**src/rtl/cpu_ctrl_pkg.sv**
```systemverilog
// Shared state codes, opcodes, control/strobe payloads and decode helpers for the CPU control sequencer.
package cpu_ctrl_pkg;

    localparam int unsigned OPW_DEF = 4;
    localparam int unsigned SCW_DEF = 5;
    localparam int unsigned SC_BITS = 5;
    localparam int unsigned WCW     = 4;

    localparam logic [SC_BITS-1:0] S_FETCH1 = 5'b10000;
    localparam logic [SC_BITS-1:0] S_FETCH2 = 5'b10001;
    localparam logic [SC_BITS-1:0] S_FETCH3 = 5'b10010;
    localparam logic [SC_BITS-1:0] S_LD1    = 5'b00010;
    localparam logic [SC_BITS-1:0] S_LD2    = 5'b00011;
    localparam logic [SC_BITS-1:0] S_ST1    = 5'b00100;
    localparam logic [SC_BITS-1:0] S_ST2    = 5'b00101;
    localparam logic [SC_BITS-1:0] S_JMP1   = 5'b00110;
    localparam logic [SC_BITS-1:0] S_HALT   = 5'b00111;

    localparam logic [3:0] OP_LD   = 4'b0001;
    localparam logic [3:0] OP_ST   = 4'b0010;
    localparam logic [3:0] OP_JMP  = 4'b0011;
    localparam logic [3:0] OP_HALT = 4'b1111;

    typedef struct packed {
        logic ar_ld;
        logic pc_ld;
        logic dr_ld;
        logic ir_ld;
        logic ac_ld;
        logic mem_rd;
        logic mem_wr;
    } ctrl_t;

    typedef struct packed {
        logic fetch1;
        logic fetch2;
        logic fetch3;
        logic ld1;
        logic ld2;
        logic st1;
        logic st2;
        logic jmp1;
    } strobe_t;

    // Moore control lines for a state (pc_inc is event-driven and handled separately).
    function automatic ctrl_t ctrl_decode(input logic [SC_BITS-1:0] s);
        ctrl_t c;
        c = '0;
        case (s)
            S_FETCH1: c.ar_ld = 1'b1;
            S_FETCH2: begin c.mem_rd = 1'b1; c.dr_ld = 1'b1; end
            S_FETCH3: begin c.ir_ld = 1'b1;  c.ar_ld = 1'b1; end
            S_LD1:    begin c.mem_rd = 1'b1; c.dr_ld = 1'b1; end
            S_LD2:    c.ac_ld  = 1'b1;
            S_ST1:    c.dr_ld  = 1'b1;
            S_ST2:    c.mem_wr = 1'b1;
            S_JMP1:   c.pc_ld  = 1'b1;
            default:  c = '0;
        endcase
        return c;
    endfunction

    function automatic strobe_t strobe_decode(input logic [SC_BITS-1:0] s);
        strobe_t t;
        t = '0;
        case (s)
            S_FETCH1: t.fetch1 = 1'b1;
            S_FETCH2: t.fetch2 = 1'b1;
            S_FETCH3: t.fetch3 = 1'b1;
            S_LD1:    t.ld1    = 1'b1;
            S_LD2:    t.ld2    = 1'b1;
            S_ST1:    t.st1    = 1'b1;
            S_ST2:    t.st2    = 1'b1;
            S_JMP1:   t.jmp1   = 1'b1;
            default:  t = '0;
        endcase
        return t;
    endfunction

endpackage

```
**src/rtl/control_sequencer_if.sv**
```systemverilog
// Memory handshake between the control sequencer (master) and the memory (slave).
interface control_sequencer_if;
    logic mem_rd;
    logic mem_wr;
    logic mem_rdy;

    modport master (output mem_rd, output mem_wr, input mem_rdy);
    modport slave  (input mem_rd, input mem_wr, output mem_rdy);
endinterface

```
**src/rtl/mem_wait_timer.sv**
```systemverilog
// Memory wait-state counter; tmo_c flags the TMO-th consecutive not-ready cycle.
module mem_wait_timer
    import cpu_ctrl_pkg::*;
#(
    parameter int unsigned TMO = 15
) (
    input  logic clk,
    input  logic clr,
    input  logic clear,
    input  logic en,
    output logic tmo_c
);

    logic [WCW-1:0] cnt;

    assign tmo_c = en && (cnt == WCW'(TMO - 1));

    always_ff @(posedge clk) begin
        if (clr || clear || tmo_c) begin
            cnt <= '0;
        end else if (en) begin
            cnt <= cnt + WCW'(1);
        end
    end

endmodule

```
**src/rtl/control_sequencer.sv**
```systemverilog
// CPU control-state sequencer: fetch/execute FSM, control lines, retire counter, mem_rdy timeout.
// Optional HALT_INSN_EN: opcode 1111 enters a terminal HALT state instead of acting as a NOP.
// pc_inc and mem_err are registered events, visible in the cycle after the edge that caused them.
module control_sequencer
    import cpu_ctrl_pkg::*;
#(
    parameter int unsigned OPW  = OPW_DEF,
    parameter int unsigned SCW  = SCW_DEF,
    parameter int unsigned CNTW = 8,
    parameter int unsigned TMO  = 15
) (
    input  logic                 clk,
    input  logic                 clr,
    input  logic [OPW-1:0]       ir_op,
    control_sequencer_if.master  mem,
    output logic [SCW-1:0]       state_code,
    output logic                 fetch1,
    output logic                 fetch2,
    output logic                 fetch3,
    output logic                 ld1,
    output logic                 ld2,
    output logic                 st1,
    output logic                 st2,
    output logic                 jmp1,
    output logic                 ar_ld,
    output logic                 pc_inc,
    output logic                 pc_ld,
    output logic                 dr_ld,
    output logic                 ir_ld,
    output logic                 ac_ld,
    output logic [CNTW-1:0]      retired,
    output logic                 mem_err
);

    logic [SC_BITS-1:0] state, state_next;
    logic               retire, pc_inc_d, err_d;
    logic               in_wait, tmo_c;
    ctrl_t              ctrl_q;
    strobe_t            stb_q;

    assign in_wait = (state == S_FETCH2) || (state == S_LD1) || (state == S_ST2);

    mem_wait_timer #(.TMO(TMO)) u_timer (
        .clk   (clk),
        .clr   (clr),
        .clear (!in_wait || mem.mem_rdy),
        .en    (in_wait && !mem.mem_rdy),
        .tmo_c (tmo_c)
    );

    // Next-state and event logic
    always_comb begin
        state_next = state;
        retire     = 1'b0;
        pc_inc_d   = 1'b0;
        err_d      = 1'b0;
        case (state)
            S_FETCH1: state_next = S_FETCH2;
            S_FETCH2: begin
                if (mem.mem_rdy) begin
                    state_next = S_FETCH3;
                    pc_inc_d   = 1'b1;
                end
            end
            S_FETCH3: begin
                if (ir_op == OPW'(OP_LD)) begin
                    state_next = S_LD1;
                end else if (ir_op == OPW'(OP_ST)) begin
                    state_next = S_ST1;
                end else if (ir_op == OPW'(OP_JMP)) begin
                    state_next = S_JMP1;
`ifdef HALT_INSN_EN
                end else if (ir_op == OPW'(OP_HALT)) begin
                    state_next = S_HALT;
                    retire     = 1'b1;
`endif
                end else begin
                    state_next = S_FETCH1;
                    retire     = 1'b1;
                end
            end
            S_LD1: if (mem.mem_rdy) state_next = S_LD2;
            S_LD2: begin
                state_next = S_FETCH1;
                retire     = 1'b1;
            end
            S_ST1: state_next = S_ST2;
            S_ST2: begin
                if (mem.mem_rdy) begin
                    state_next = S_FETCH1;
                    retire     = 1'b1;
                end
            end
            S_JMP1: begin
                state_next = S_FETCH1;
                retire     = 1'b1;
            end
`ifdef HALT_INSN_EN
            S_HALT: state_next = S_HALT;
`endif
            default: state_next = S_FETCH1;
        endcase
        // Timeout abandons the access: back to fetch, nothing retired
        if (tmo_c) begin
            state_next = S_FETCH1;
            err_d      = 1'b1;
        end
    end

    always_ff @(posedge clk) begin
        if (clr) begin
            state   <= S_FETCH1;
            ctrl_q  <= ctrl_decode(S_FETCH1);
            stb_q   <= strobe_decode(S_FETCH1);
            pc_inc  <= 1'b0;
            mem_err <= 1'b0;
            retired <= '0;
        end else begin
            state   <= state_next;
            ctrl_q  <= ctrl_decode(state_next);
            stb_q   <= strobe_decode(state_next);
            pc_inc  <= pc_inc_d;
            mem_err <= err_d;
            if (retire) begin
                retired <= retired + CNTW'(1);
            end
        end
    end

    assign state_code = SCW'(state);
    assign fetch1     = stb_q.fetch1;
    assign fetch2     = stb_q.fetch2;
    assign fetch3     = stb_q.fetch3;
    assign ld1        = stb_q.ld1;
    assign ld2        = stb_q.ld2;
    assign st1        = stb_q.st1;
    assign st2        = stb_q.st2;
    assign jmp1       = stb_q.jmp1;
    assign ar_ld      = ctrl_q.ar_ld;
    assign pc_ld      = ctrl_q.pc_ld;
    assign dr_ld      = ctrl_q.dr_ld;
    assign ir_ld      = ctrl_q.ir_ld;
    assign ac_ld      = ctrl_q.ac_ld;
    assign mem.mem_rd = ctrl_q.mem_rd;
    assign mem.mem_wr = ctrl_q.mem_wr;

endmodule

```
**src/flat_wrapper.sv**
```systemverilog
// flat-port wrapper written by rule: the top's interface ports become plain ports
module control_sequencer_flat import cpu_ctrl_pkg::*;
#(
    parameter int unsigned OPW  = OPW_DEF,
    parameter int unsigned SCW  = SCW_DEF,
    parameter int unsigned CNTW = 8,
    parameter int unsigned TMO  = 15
)
  (clk, clr, ir_op, state_code, fetch1, fetch2, fetch3, ld1, ld2, st1, st2, jmp1, ar_ld, pc_inc, pc_ld, dr_ld, ir_ld, ac_ld, retired, mem_err, mem_mem_rd, mem_mem_wr, mem_mem_rdy);
  control_sequencer_if mem_i ();
  input  logic clk;
  input  logic clr;
  input  logic [OPW-1:0] ir_op;
  output logic [SCW-1:0] state_code;
  output logic fetch1;
  output logic fetch2;
  output logic fetch3;
  output logic ld1;
  output logic ld2;
  output logic st1;
  output logic st2;
  output logic jmp1;
  output logic ar_ld;
  output logic pc_inc;
  output logic pc_ld;
  output logic dr_ld;
  output logic ir_ld;
  output logic ac_ld;
  output logic [CNTW-1:0] retired;
  output logic mem_err;
  output wire logic [$bits(mem_i.mem_rd)-1:0] mem_mem_rd;
  output wire logic [$bits(mem_i.mem_wr)-1:0] mem_mem_wr;
  input wire logic [$bits(mem_i.mem_rdy)-1:0] mem_mem_rdy;
  assign mem_mem_rd = mem_i.mem_rd;
  assign mem_mem_wr = mem_i.mem_wr;
  assign mem_i.mem_rdy = mem_mem_rdy;
  control_sequencer #(.OPW(OPW), .SCW(SCW), .CNTW(CNTW), .TMO(TMO)) u_core (.clk(clk), .clr(clr), .ir_op(ir_op), .mem(mem_i), .state_code(state_code), .fetch1(fetch1), .fetch2(fetch2), .fetch3(fetch3), .ld1(ld1), .ld2(ld2), .st1(st1), .st2(st2), .jmp1(jmp1), .ar_ld(ar_ld), .pc_inc(pc_inc), .pc_ld(pc_ld), .dr_ld(dr_ld), .ir_ld(ir_ld), .ac_ld(ac_ld), .retired(retired), .mem_err(mem_err));
endmodule
```
**config.mk**
```make
export PLATFORM = sky130hd
export DESIGN_NAME = control_sequencer_flat
export DESIGN_NICKNAME = d
export VERILOG_FILES = /design/src/rtl/cpu_ctrl_pkg.sv /design/src/rtl/control_sequencer_if.sv /design/src/rtl/mem_wait_timer.sv /design/src/rtl/control_sequencer.sv /design/src/flat_wrapper.sv
export SDC_FILE = /design/constraint.sdc
export NUM_CORES = 1
export LEC_CHECK = 0
export BUFFER_PORTS_ARGS = -buffer_cell sky130_fd_sc_hd__buf_2
export CAP_MARGIN = 40
export CORE_ASPECT_RATIO = 1.1
export CORE_UTILIZATION = 40
export CTS_CLUSTER_DIAMETER = 100
export DETAILED_ROUTE_END_ITERATION = 10
export PLACE_DENSITY = 0.72
export REMOVE_ABC_BUFFERS = 1
export SYNTH_ARGS = -nofsm -noshare
export SYNTH_HDL_FRONTEND = slang
export SYNTH_SLANG_ARGS = --single-unit
```
**constraint.sdc**
```tcl
create_clock -name clk -period 2.4 [get_ports clk]
set_clock_uncertainty 0.05 [all_clocks]
set_input_delay 0.36 -clock clk [delete_from_list [all_inputs] [get_ports clk]]
set_output_delay 0.36 -clock clk [all_outputs]
set_load 0.01 [all_outputs]
```
==> qor.txt, run 1 <==
DP Area: 1530 um2
Max VDD drop: 0.310 mV
Critical-path top delay cell: dfxtp_1
Seq cells post-synth: 30
P per Cell Area: 571 nW/um2
Vias in the first global route: 1136
Grt ovf: 0
Crit-path max cell delay: 0.55 ns
ANT cells: 0
Ys Warns: 0
Buffers added on ports: 36
Clock slew at reported path FFs: 0.10 ns
Final nets: 189
CTS root buffer: clkbuf_4
Total track usage: 18.7%
RR Startpoint: u_core.state_code[4]$_SDFF_PP1_
Distinct cell type count after synthesis: 49
Setup slack at placement: 0.341 ns
Post-synth EDFFs: 0
Req. time, crit path: 2.61 ns
Crit. Startpoint: u_core.state_code[4]$_SDFF_PP1_
Fmax: 476 MHz
Max FFs per register: 8
Clock tree from TritonCTS: yes
Number of I/O pins: 37
Final Hold Vio Count: 0
Clk_lat worst skew: 0.33 ns
Antenna-violating nets left: 0
Die Footprint: 3670 um2
Hold Path Origin: clr
Core area: 3150 um2
Fin Setup TNS: 0 ns
Worst slew pin tran: 0.592 ns
Synth async-reset ratio: 0%
Share of layout cells above drive strength 1: 31.1%
Largest delay share family, worst path: simple AND/OR/NAND/NOR gates
First-pass GRT wire length: 5.20 mm
Effective utilization at floorplan: 43.5%
Cell area after layout: 1590 um2
Failing checks: DRC
Vias/cell: 5.57
Leakage: 0.700 nW
DPL Wire Length: 2.33 mm
Fin worst setup slack: 0.301 ns
Iter 0 DRT Violations: 110
Hold_buf cts: 0
Clk buf depth: 2
Largest net degree at the start of global routing: 16
Worst Path Max Fanout: 14
Arr. time, crit path: 2.31 ns
Cell-by-cell listing of the critical path: or3b_4 -> nor2_2 -> a22oi_2 -> or4_1 -> a21oi_1
Sinks on Clock Net: 30
Die width: 57.8 um
CP bufs+invs: 0
Setup violators final: 0
Top_reg_cell synth: dfxtp_1
Via count: 1192
Max Slew Vio Count: 0
Htree depth: 2
Synth Instances: 146
Cell Area, Synth: 1370 um2
Hold/Removal Path Class: input port to flop
First-pass detailed-route iteration total: 7
Register bank with the most flops: u_core.retired
Headroom to the max-slew limit: 60.5%
CTS Buf Count: 5
Routed WL per cell: 14.3 um
Syn avg cell area: 9.39 um2
Fin crit period: 2.10 ns
DRC Markers: 2
Critical Path Start Type: flop
Initial antenna violation count: 0
Setup CP Type: flop to flop
Std-Cell Rows: 21
Outcome: complete, but fails checks
Crit share post-route: 87.5%
Total wire length: 3.06 mm
CP Capture Type: flop
Resize count post-CTS: 0
Max_cap viols: 0
Area growth syn-to-layout: 16.1%
Die Ht: 63.4 um
Post-CTS Setup Repair Bufs: 0
RSZ-0062 raised after global routing: false
Post-synthesis sequential area ratio: 43.8%
GP Congestion: 0.885
[Yosys cell counts, types with 2 or more instances]
cell	n	area share [%]
nand3_1	10	3.6
buf_4	5	2.7
nor4_1	3	1.4
inv_1	6	1.6
or3_1	6	2.7
o21ai_0	7	2.6
nand2_1	3	0.82
nor2_1	16	4.4
nor2b_1	2	0.91
clkbuf_1	2	0.55
xor2_1	3	1.9
nor3_1	3	1.1
or3b_4	2	1.6
nand3b_1	3	1.6
dfxtp_1	30	44
a21oi_1	6	2.2
ha_1	3	2.7
or4_1	2	1.1
and2_1	2	0.91
o31ai_1	2	1.1
xnor2_1	2	1.3
[path summary, 6_finish.rpt]
check	end	slack, ns	cells after the start
worst min-delay path	u_core.retired[1]$_SDFFE_PP0P_	0.32	2
worst min register to register	u_core.u_timer.cnt[0]$_SDFFE_PP0P_	0.42	1
worst max register to register	u_core.retired[7]$_SDFFE_PP0P_	0.30	5
worst max-delay path	u_core.retired[7]$_SDFFE_PP0P_	0.30	5
[through the flow]
stage	util [%]	power [W]	instances	hold slack [ns]
global placement	48.5	0.000599	206	0.387
floorplan	-	0.000570	136	0.379
global route	50.5	0.000952	214	0.317
CTS	50.5	0.000920	214	0.317
detailed placement	48.5	0.000602	206	0.404
finish	50.5	0.000909	214	0.322
[metal layers]
| layer | vias up | wire length [um] | share of wire (%) | GRT usage [%] |
|---|---|---|---|---|
| li1 | 590 | - | - | - |
| met1 | 558 | 1290 | 42 | 21.2 |
| met2 | 38 | 1550 | 50 | 31.8 |
| met3 | 6 | 173 | 5.7 | 5.13 |
| met4 | 0 | 49 | 1.6 | 8.93 |
| met5 | - | 0 | 0 | 0 |
[where the power goes]
part	total (W)	internal [W]	switching, W	leakage (nW)
clock	0.000318	0.000141	0.000178	0.0343
combinational	0.0000732	0.0000301	0.0000430	0.423
sequential	0.000518	0.000508	0.00000991	0.243
[cell type report]
cell class | instances | area [um2]
fillers | 309 | 1560
clock buffers | 6 | 51.3
flip-flops and latches | 30 | 601
inverters | 6 | 22.5
clock inverters | 2 | 12.5
well taps | 34 | 42.5
repair buffers | 36 | 180
multi-input cells | 100 | 682
[cell usage in the layout (no fill, tap or decap), types with 2 or more instances in the layout]
cell / Yosys / final
a21oi_1: 6 / 6
and2_1: 2 / 2
buf_2: 1 / 36
clkbuf_4: 0 / 5
dfxtp_1: 30 / 30
ha_1: 3 / 3
inv_1: 6 / 6
nand2_1: 3 / 3
nand3_1: 10 / 10
nand3b_1: 3 / 3
nor2_1: 16 / 16
nor2b_1: 2 / 2
nor3_1: 3 / 3
nor4_1: 3 / 3
o21ai_0: 7 / 7
o31ai_1: 2 / 2
or3_1: 6 / 6
or3b_4: 2 / 2
or4_1: 2 / 2
xnor2_1: 2 / 2
xor2_1: 3 / 3
[cells by family after synthesis]
group           count (synthesis)  share of synthesized area (%)
simple gates                   62                           25.9
flops                          30                           43.8
compound gates                 28                           16.9
buf+inv                        16                           6.48
xor+xnor                        5                           3.19
fa+ha+maj                       3                           2.74
other cells                     1                          0.273
mux                             1                          0.730
(Power assumes the default switching activity.)
==> inputs of run 2 (changes only) <==
- CORE_ASPECT_RATIO: 1.1 -> 0.75
==> qor.txt, run 2 (same netlist as run 1, synthesis figures left out) <==
CTS root buffer: clkbuf_8
RSZ-0062 raised after global routing: false
Headroom to the max-slew limit: 59.0%
Max VDD drop: 0.265 mV
Register bank with the most flops: u_core.retired
Grt ovf: 0
Worst slew pin tran: 0.616 ns
First-pass detailed-route iteration total: 4
Leakage: 0.704 nW
Final nets: 189
Sinks on Clock Net: 30
Hold/Removal Path Class: input port to flop
Arr. time, crit path: 2.20 ns
Setup violators final: 0
Vias/cell: 5.49
P per Cell Area: 593 nW/um2
Commonest non-fill, non-tap cell in the layout: buf_2
Hold_buf cts: 0
Iter 0 DRT Violations: 153
Initial antenna violation count: 0
Outcome: finished clean
Worst Path Max Fanout: 10
Clk buf depth: 2
Setup slack at placement: 0.344 ns
Hold_ws: 0.389 ns
Req. time, crit path: 2.55 ns
CP Capture Type: flop
Clock slew at reported path FFs: 0.06 ns
Vias in the first global route: 981
Effective utilization at floorplan: 41.7%
DRC Markers: 0
Total track usage: 16.2%
GP Congestion: 0.928
Std-Cell Rows: 18
Post-CTS Setup Repair Bufs: 0
Max Slew Vio Count: 0
Routed WL per cell: 12.7 um
Die width: 69.6 um
Buffers added on ports: 36
DPL Wire Length: 2.09 mm
Fin worst setup slack: 0.345 ns
Setup CP Type: flop to flop
Die Footprint: 3670 um2
Antenna-violating nets left: 0
Area growth syn-to-layout: 17.5%
Final Hold Vio Count: 0
Fin crit period: 2.05 ns
Core area: 3290 um2
Critical Path Start Type: flop
Fmax: 487 MHz
ANT cells: 0
Die Ht: 52.7 um
Resize count post-CTS: 0
Total wire length: 2.79 mm
CTS Buf Count: 5
Via count: 1203
Commonest cells after routing, fill and taps aside: 36 x buf_2, 30 x dfxtp_1, 16 x nor2_1
Share of layout cells above drive strength 1: 29.6%
Clk_lat worst skew: 0.27 ns
Crit share post-route: 85.6%
Max_cap viols: 0
Htree depth: 2
Largest net degree at the start of global routing: 16
Number of I/O pins: 37
Clock tree from TritonCTS: yes
First-pass GRT wire length: 4.51 mm
Fin Setup TNS: 0 ns
Max FFs per register: 8
-- run 2: changes by cell type in the layout (fill, tap and decap cells not counted) --
| cell | previous run | this run |
|---|---|---|
| clkinvlp_4 | 1 | 0 |
| clkbuf_4 | 5 | 0 |
| clkbuf_1 | 0 | 2 |
| clkbuf_8 | 1 | 5 |
| clkinv_2 | 1 | 0 |
-- run 2: worst paths after layout --
kind / from / end / slack (ns) / cells past startpoint
worst max-delay path: u_core.state_code[4]$_SDFF_PP1_ / u_core.st1$_SDFF_PP0_ / 0.35 / 5
worst min-delay path: clr / u_core.retired[1]$_SDFFE_PP0P_ / 0.39 / 2
worst max register to register: u_core.state_code[4]$_SDFF_PP1_ / u_core.st1$_SDFF_PP0_ / 0.35 / 5
worst min register to register: u_core.u_timer.cnt[0]$_SDFFE_PP0P_ / u_core.u_timer.cnt[0]$_SDFFE_PP0P_ / 0.42 / 1
-- run 2: stage by stage --
step | instance area [um2] | cells | util, % | total power (W)
5_1_grt | 1610 | 219 | 49.0 | 0.000994
3_5_place_dp | 1540 | 212 | 46.7 | 0.000600
6_report | 1610 | 219 | 49.0 | 0.000956
2_1_floorplan | 1310 | 136 | - | 0.000570
4_1_cts | 1610 | 219 | 49.0 | 0.000960
3_3_place_gp | 1540 | 212 | 46.7 | 0.000599
-- run 2: layout make-up --
cell class | count | area (um2)
Sequential cell | 30 | 601
Timing Repair Buffer | 36 | 180
Inverter | 6 | 22.5
Clock buffer | 7 | 76.3
Tap cell | 40 | 50.0
Fill cell | 330 | 1680
Multi-Input combinational cell | 100 | 682
-- run 2: routing by layer --
| metal | routed length (um) | GRT usage, % | vias to the layer above | part of all wire, % |
|---|---|---|---|---|
| met3 | 225 | 5.58 | 5 | 8.1 |
| met5 | 0 | 0 | - | 0 |
| met4 | 38 | 5.33 | 0 | 1.4 |
| li1 | - | - | 588 | - |
| met1 | 1280 | 20.2 | 556 | 46 |
| met2 | 1240 | 26.4 | 54 | 45 |
-- run 2: worst max-delay path, stage by stage, from the launching register on --
cell and delay, ns:
dfxtp_1 0.50, and2b_1 0.24, a31o_2 0.24, a32oi_1 0.47, nand3_1 0.27, nor3b_1 0.21
-- run 2: power breakdown --
| group | total [W] | leakage (nW) | switching [W] | internal (W) |
|---|---|---|---|---|
| clock | 0.000365 | 0.0383 | 0.000166 | 0.000199 |
| combinational | 0.0000729 | 0.423 | 0.0000428 | 0.0000301 |
| sequential | 0.000518 | 0.243 | 0.00000938 | 0.000508 |
| total | 0.000956 | 0.704 | 0.000218 | 0.000737 |
==> inputs of run 3 (changes only) <==
- PLACE_DENSITY: 0.72 -> not set
==> qor.txt, run 3 (same netlist as run 1, synthesis figures left out) <==
Outcome: finished clean
Setup violators final: 0
Reg2Reg Setup Slack: 0.30 ns
Hold_ws: 0.393 ns
Max_cap viols: 0
Number of I/O pins: 37
Vias/cell: 5.24
First-pass detailed-route iteration total: 4
Switching pwr: 0.000215 W
Fin crit period: 2.10 ns
Hold-critical path endpoint: u_core.retired[0]$_SDFFE_PP0P_
Sw frac: 22.5%
DPL Wire Length: 2.12 mm
Initial antenna violation count: 0
Max Slew Vio Count: 0
Max VDD drop: 0.316 mV
Clock tree from TritonCTS: yes
Std-Cell Rows: 18
Vias in the first global route: 1004
Die Footprint: 3670 um2
Arr. time, crit path: 2.22 ns
GP Congestion: 0.872
FF/Latch Area: 601 um2
Leakage: 0.709 nW
Hold path depth: 2
Area of the multi-input gates: 682 um2
Worst slew pin tran: 0.573 ns
Core area: 3290 um2
Via count: 1153
Crit share post-route: 87.6%
CTS Buf Count: 5
Resize count post-CTS: 0
Commonest cells after routing, fill and taps aside: 36 x buf_2, 30 x dfxtp_1, 16 x nor2_1
Fmax: 475 MHz
Fillers: 327
CTS root buffer: clkbuf_8
Die Ht: 52.7 um
Utilization after layout: 49.2%
Die width: 69.6 um
Clock slew at reported path FFs: 0.06 ns
Buffers added on ports: 36
Post-CTS Setup Repair Bufs: 0
Fin Setup TNS: 0 ns
P_int: 0.000739 W
FF-to-FF path depth: 5
Htree depth: 2
Grt ovf: 0
Clk buf depth: 2
Hold_buf cts: 0
Req. time, crit path: 2.51 ns
DRC Markers: 0
Setup CP Type: flop to flop
First-pass GRT wire length: 4.49 mm
Comb power frac: 7.8%
Fin worst setup slack: 0.297 ns
Final Hold Vio Count: 0
Final nets: 190
RR Startpoint: u_core.state_code[1]$_SDFF_PP0_
Routed WL per cell: 13.3 um
Sequential power share: 54.3%
Share of layout cells above drive strength 1: 30.0%
Final Non-Filler Cells: 220
Effective utilization at floorplan: 41.7%
Worst Path Max Fanout: 12
Total track usage: 16.4%
Area growth syn-to-layout: 18.1%
RSZ-0062 raised after global routing: false
Largest net degree at the start of global routing: 16
Headroom to the max-slew limit: 61.8%
Total wire length: 2.93 mm
Max FFs per register: 8
P per Cell Area: 589 nW/um2
CP Capture Type: flop
Commonest non-fill, non-tap cell in the layout: buf_2
Setup slack at placement: 0.309 ns
Register bank with the most flops: u_core.retired
Share of power burned in the clock network: 37.9%
Placed Cells incl. Taps: 213
Hold Path Origin: clr
Sinks on Clock Net: 30
Hold/Removal Path Class: input port to flop
Critical Path Start Type: flop
Reg2Reg Capture Point: u_core.pc_inc$_SDFF_PP0_
ANT cells: 0
Antenna-violating nets left: 0
Iter 0 DRT Violations: 83
Clk_lat worst skew: 0.27 ns
run 3: changes by cell type in the layout (fill, tap and decap cells not counted), sizes merged:
cell / change
buf: +1
run 3: power by group through the flow:
stage	clock (W)	combinational, W	sequential (W)
floorplan	0	0.0000380	0.000532
global placement	0	0.0000744	0.000528
detailed placement	0	0.0000738	0.000529
CTS	0.000380	0.0000745	0.000518
global route	0.000406	0.0000810	0.000519
finish	0.000362	0.0000747	0.000518
run 3: area by class of cell:
type,instances,area share [%]
inverters,6,1.39
clock buffers,7,4.71
multi-input cells,100,42.1
well taps,40,3.09
flip-flops and latches,30,37.1
repair buffers,37,11.6
run 3: through the flow:
| step | total power [W] | area (um2) |
|---|---|---|
| 2_1_floorplan | 0.000570 | 1310 |
| 3_3_place_gp | 0.000602 | 1540 |
| 3_5_place_dp | 0.000603 | 1540 |
| 4_1_cts | 0.000972 | 1620 |
| 5_1_grt | 0.00101 | 1620 |
| 6_report | 0.000954 | 1620 |
run 3: worst max-delay path by stage:
stage          slack [ns]  cells past startpoint                      endpoint                             from
2_1_floorplan        0.49                      5  u_core.mem.mem_rd$_SDFF_PP0_  u_core.state_code[1]$_SDFF_PP0_
3_3_place_gp         0.40                      5  u_core.mem.mem_rd$_SDFF_PP0_  u_core.state_code[1]$_SDFF_PP0_
3_5_place_dp         0.31                      5      u_core.pc_inc$_SDFF_PP0_  u_core.state_code[1]$_SDFF_PP0_
4_1_cts              0.28                      5      u_core.pc_inc$_SDFF_PP0_  u_core.state_code[1]$_SDFF_PP0_
5_1_grt              0.19                      5      u_core.pc_inc$_SDFF_PP0_  u_core.state_code[1]$_SDFF_PP0_
6_report             0.30                      5      u_core.pc_inc$_SDFF_PP0_  u_core.state_code[1]$_SDFF_PP0_
run 3: metal layers:
layer	part of all wire, %	routed length (um)	vias up	track usage, %
li1	-	-	583	-
met5	0	0	-	0
met4	1.5	45	0	8.00
met2	45	1300	23	26.1
met1	50	1460	540	19.7
met3	4.0	116	7	6.35
run 3: worst max-delay path: stages (launching register included):
cell and delay [ns]:
dfxtp_1 0.53, or3b_4 0.44, a2bb2oi_2 0.17, o41ai_4 0.41, nand2_2 0.15, nor4_1 0.25
